--- src/rtl/spi_slave_responder.sv ---
// SPI mode-0 slave with one-deep TX holding register and RX data register.
// SPI pins are oversampled by the system clock through 2-flop synchronizers.
module spi_slave_responder #(
  parameter int DATA_W = 8
) (
  input  logic              spi_wb_clk_i,
  input  logic              spi_wb_rst_i,
  input  logic              sck_i,
  input  logic              ss_n_i,
  input  logic              mosi_i,
  output logic              miso_o,
  output logic              miso_oe,
  input  logic [DATA_W-1:0] tx_data_i,
  input  logic              tx_valid_i,
  output logic              tx_ready_o,
  output logic [DATA_W-1:0] rx_data_o,
  output logic              rx_valid_o,
  input  logic              rx_ack_i,
  output logic              rx_overrun_o,
  output logic              tx_underrun_o
);

  localparam int CW = (DATA_W > 1) ? $clog2(DATA_W) : 1;
  localparam logic [CW-1:0] LAST = CW'(DATA_W - 1);

  typedef enum logic {IDLE, SHIFT} state_t;

  state_t state_q, state_d;

  logic [2:0]        sck_sh;
  logic [2:0]        ss_sh;
  logic [1:0]        mosi_sh;
  logic [CW-1:0]     cnt_q;
  logic              started_q;
  logic [DATA_W-1:0] rx_sh;
  logic [DATA_W-1:0] tx_sh;
  logic [DATA_W-1:0] hold_q;
  logic              hold_full_q;

  logic sck_rise, sck_fall, ss_fall, ss_rise, mosi_s;
  logic start, abort, in_shift, bit_rise, bit_fall;
  logic byte_done, load, wr;
  logic [DATA_W-1:0] rx_next;

  // bit [0],[1] are the synchronizer, [2] holds the previous value for edges
  always_ff @(posedge spi_wb_clk_i or posedge spi_wb_rst_i) begin
    if (spi_wb_rst_i) begin
      sck_sh  <= '0;
      ss_sh   <= '1;
      mosi_sh <= '0;
    end else begin
      sck_sh  <= {sck_sh[1:0], sck_i};
      ss_sh   <= {ss_sh[1:0], ss_n_i};
      mosi_sh <= {mosi_sh[0], mosi_i};
    end
  end

  assign sck_rise = sck_sh[1] & ~sck_sh[2];
  assign sck_fall = ~sck_sh[1] & sck_sh[2];
  assign ss_fall  = ~ss_sh[1] & ss_sh[2];
  assign ss_rise  = ss_sh[1] & ~ss_sh[2];
  assign mosi_s   = mosi_sh[1];

  always_ff @(posedge spi_wb_clk_i or posedge spi_wb_rst_i) begin
    if (spi_wb_rst_i) state_q <= IDLE;
    else              state_q <= state_d;
  end

  always_comb begin
    state_d = state_q;
    unique case (state_q)
      IDLE:  if (ss_fall) state_d = SHIFT;
      SHIFT: if (ss_rise) state_d = IDLE;
      default: state_d = IDLE;
    endcase
  end

  assign start     = (state_q == IDLE) && ss_fall;
  assign abort     = (state_q == SHIFT) && ss_rise;
  assign in_shift  = (state_q == SHIFT) && !ss_rise;
  assign bit_rise  = in_shift && sck_rise;
  assign bit_fall  = in_shift && sck_fall;
  assign byte_done = bit_rise && (cnt_q == LAST);
  assign load      = start
                   || (bit_fall && (cnt_q == '0) && started_q);
  assign wr        = tx_valid_i && tx_ready_o;
  assign rx_next   = DATA_W'({rx_sh, mosi_s});

  assign tx_ready_o = !hold_full_q;
  assign miso_oe    = (state_q == SHIFT);
  assign miso_o     = (state_q == SHIFT) && tx_sh[DATA_W-1];

  always_ff @(posedge spi_wb_clk_i or posedge spi_wb_rst_i) begin
    if (spi_wb_rst_i) begin
      hold_q        <= '0;
      hold_full_q   <= 1'b0;
      tx_sh         <= '0;
      tx_underrun_o <= 1'b0;
    end else begin
      if (wr) hold_q <= tx_data_i;
      // a write never coincides with a full-register load
      if (wr)        hold_full_q <= 1'b1;
      else if (load) hold_full_q <= 1'b0;
      tx_underrun_o <= load && !hold_full_q;
      if (load)
        tx_sh <= hold_full_q ? hold_q : '0;
      else if (abort)
        tx_sh <= '0;
      else if (bit_fall && (cnt_q != '0))
        tx_sh <= tx_sh << 1;
    end
  end

  always_ff @(posedge spi_wb_clk_i or posedge spi_wb_rst_i) begin
    if (spi_wb_rst_i) begin
      cnt_q     <= '0;
      started_q <= 1'b0;
      rx_sh     <= '0;
    end else if (start || abort) begin
      cnt_q     <= '0;
      started_q <= 1'b0;
      rx_sh     <= '0;
    end else if (bit_rise) begin
      cnt_q     <= (cnt_q == LAST) ? '0 : cnt_q + CW'(1);
      started_q <= 1'b1;
      rx_sh     <= rx_next;
    end
  end

  always_ff @(posedge spi_wb_clk_i or posedge spi_wb_rst_i) begin
    if (spi_wb_rst_i) begin
      rx_data_o    <= '0;
      rx_valid_o   <= 1'b0;
      rx_overrun_o <= 1'b0;
    end else if (byte_done) begin
      rx_data_o    <= rx_next;
      rx_valid_o   <= 1'b1;
      rx_overrun_o <= rx_ack_i ? 1'b0 : (rx_overrun_o | rx_valid_o);
    end else if (rx_ack_i) begin
      rx_valid_o   <= 1'b0;
      rx_overrun_o <= 1'b0;
    end
  end

endmodule
--- config.mk ---
export PLATFORM = sky130hd
export DESIGN_NAME = spi_slave_responder
export DESIGN_NICKNAME = d
export VERILOG_FILES = /design/src/rtl/spi_slave_responder.sv
export SDC_FILE = /design/constraint.sdc
export NUM_CORES = 1
export LEC_CHECK = 0
export CAP_MARGIN = 20
export CORE_MARGIN = 10
export CORE_UTILIZATION = 35
export CTS_CLUSTER_DIAMETER = 120
export DETAILED_ROUTE_END_ITERATION = 7
export PLACE_DENSITY = 0.56
export REMOVE_ABC_BUFFERS = 1
export SLEW_MARGIN = 20
export SYNTH_ARGS = -nofsm -noshare
export SYNTH_HDL_FRONTEND = slang
export SYNTH_SLANG_ARGS = --single-unit
--- constraint.sdc ---
create_clock -name spi_wb_clk_i -period 2.1 [get_ports spi_wb_clk_i]
set_input_delay 0.42 -clock spi_wb_clk_i [delete_from_list [all_inputs] [get_ports spi_wb_clk_i]]
set_output_delay 0.42 -clock spi_wb_clk_i [all_outputs]
set_load 0.01 [all_outputs]
==> flow_metrics.py <==
metrics = {
    "critical_path": {
        "cp_slowest_stage_delay_ps": 530,
        "critical_path.cell_chain": "and2_1 > clkdlybuf4s50_1",
        "path_class": "reg2out",
        "cp_top_family": "buffers and inverters",
        "arrival_ps": 1490,
        "start_kind": "flop",
        "path_buf_inv": 1,
        "cp_data_required_time_ps": 1680,
        "crit_slowest_cell": "clkdlybuf4s50_1",
        "critPathMaxFanout": 9,
        "end_kind": "primary output",
    },
    "timing": {
        "hold_ws_ps": 357,
        "fin_crit_ps": 1910,
        "fmax_mhz": 525,
        "finalSetupViolCount": 0,
        "fin_tns_setup_ps": 0,
        "finalCritPeriodShare": 0.908,
        "fin_skew_ps": 3.71,
        "tightest_slew_ps": 431,
        "rsz0062_at_grt": "false",
        "finalMaxSlewViolations": 0,
        "slew_headroom": 0.712,
        "hold_viol_final": 0,
    },
    "synthesis": {
        "yosysSeqAreaShare": 0.633,
        "synth_area_leaders": "dfrtp_1 (59%), mux2_2 (9.5%), a22o_1 (4.6%)",
        "yosysTopAreaCell": "dfrtp_1",
        "synth_warnings": 0,
        "synth_cells": 140,
        "syn-cell-area_sq_um": 1900,
        "synth-seq-cells": 48,
        "synth_edf_count": 0,
        "synth_top_area_share": 0.591,
        "ys.flop_type": "dfrtp_1",
        "synth.distinct_cells": 31,
        "avgSynthCellArea_sq_um": 13.6,
        "async_flop_share": 1.00,
    },
    "routing": {
        "wl_per_cell_um": 15.1,
        "drc": 0,
        "routed_via_density": 4.97,
        "final_antenna_net_count": 0,
        "routed_wl_um": 3700,
        "first_pass_iters": 2,
        "drtIter0Drc": 75,
        "via_count": 1223,
    },
    "die": {
        "num_rows": 26,
        "die_h_um": 93.8,
        "initial_core_util": 0.366,
        "dieArea_sq_um": 8790,
        "num_io_pins": 29,
        "die_x_um": 93.8,
        "core_area_sq_um": 5200,
    },
    "grt": {
        "grt_overflow": 0,
        "grt_pass1_vias": 1316,
        "antenna_found_initial": 0,
        "grt_usage": 0.0931,
        "grt_start_max_net_pins": 21,
        "grt_pass1_wl_um": 6620,
    },
    "placement": {
        "dpl.hpwl_um": 2710,
        "io_buffers": 28,
        "gp_congestion": 0.779,
    },
    "final_layout": {
        "layout_commonest_cell": "dfrtp_1",
        "area_delta_synth_final_pct": 25.0,
        "drive_gt1_frac": 0.205,
        "final_cell_mix": "dfrtp_1 (45), clkdlybuf4s50_1 (28), mux2_2 (16), a22o_1 (10)",
        "finalNetCount": 193,
        "final_util": 0.457,
        "diodes": 0,
    },
    "job": {
        "maxCapViolCount": 0,
    },
    "pwr": {
        "p_leak_nw": 1.07,
        "peakVddDrop_uv": 547,
        "p_per_area_nw_per_um2": 875,
    },
    "clock_network": {
        "cts_inserted_buffers": 5,
        "insertion_delay_ps": 290,
        "cts_resized": 0,
        "cts_hold_buf": 0,
        "cts_setup_buffers": 0,
        "cts_max_level": 2,
        "cts.sinks": 48,
        "path_clk_slew_ps": 80,
        "clock-root-buffer": "clkbuf_8",
        "cts_tree": "yes",
        "clockBufferDepth": 2,
    },
    "hold_path": {
        "hold_path_class": "reg2reg",
    },
    "run_status": {
        "status": "completed",
    },
}
kinds of logic (layout without fill, tap and decap cells):
kind of cell | Yosys count | in the layout | synth area share
DFF | 48 | 48 | 0.633
AOI/OAI and AO/OA | 32 | 32 | 0.127
and+or+nand+nor | 30 | 30 | 0.0972
muxes | 16 | 16 | 0.0946
buffers and inverters | 11 | 47 | 0.0283
adders and majority gates | 3 | 3 | 0.0197
final cells by class:
| cell class | instances | area [sq um] |
|---|---|---|
| Tap cell | 70 | 87.6 |
| Clock buffer | 8 | 90.1 |
| Multi-Input combinational cell | 81 | 646 |
| Timing Repair Buffer | 33 | 330 |
| Sequential cell | 48 | 1200 |
| Inverter | 6 | 22.5 |
| Fill cell | 480 | 2820 |
layer usage:
metal / track usage / vias up / wire length, um / part of all wire
met3: 0.0416 / 6 / 231 / 0.062
met2: 0.139 / 20 / 1750 / 0.47
li1: - / 576 / - / -
met5: 0 / - / 0 / 0
met4: 0.0266 / 0 / 48 / 0.013
met1: 0.118 / 621 / 1670 / 0.45
through the flow:
step / area, sq um / total power, mW / setup slack, ps / instances
floorplan: 1870 / 1.40 / 331 / 135
CTS: 2380 / 2.12 / 173 / 246
global placement: 2290 / 1.54 / 407 / 238
finish: 2380 / 2.08 / 194 / 246
global route: 2380 / 2.22 / 80.2 / 246
detailed placement: 2290 / 1.55 / 387 / 238
worst register-to-register path, stage by stage, from the launching register on:
cell,delay (ps)
dfstp_2,550
nand2b_1,190
and4b_1,350
nand2_2,210
mux2_2,320
path summary, 6_finish.rpt:
check | start | endpoint | slack [ps] | depth (start not counted)
max in group asynchronous | spi_wb_rst_i | ss_sh[1] | 1180 | 3
setup reg to reg | ss_sh[2] | rx_data_o[1] | 370 | 4
hold / removal | mosi_sh[0] | mosi_sh[1] | 360 | 0
hold reg to reg | mosi_sh[0] | mosi_sh[1] | 360 | 0
setup / recovery | miso_oe | miso_o | 190 | 2
min in group asynchronous | spi_wb_rst_i | hold_full_q | 420 | 2
flip-flops by register name, summed over array words and instances (netlist names), 2 cells and up:
name / flops
rx_sh: 7
sck_sh: 3
tx_sh: 8
hold_q: 8
mosi_sh: 2
cnt_q: 3
ss_sh: 3
rx_data_o: 8
cells in the mapped netlist, drive strengths merged, types with 2 or more instances:
cell type,instances
o21ai,9
nor2b,2
and2,3
a22o,10
dfstp,3
inv,6
nor2,4
nand2,4
buf,3
dfrtp,45
mux2,16
a2bb2oi,7
nand2b,2
clkbuf,2
nand3,9
ha,3
where the power goes:
group	switching, mW	total (mW)	internal [mW]
logic	0.140	0.341	0.201
clock network	0.287	0.556	0.269
registers	0.108	1.19	1.08
Power figures use the tool's default switching activity.
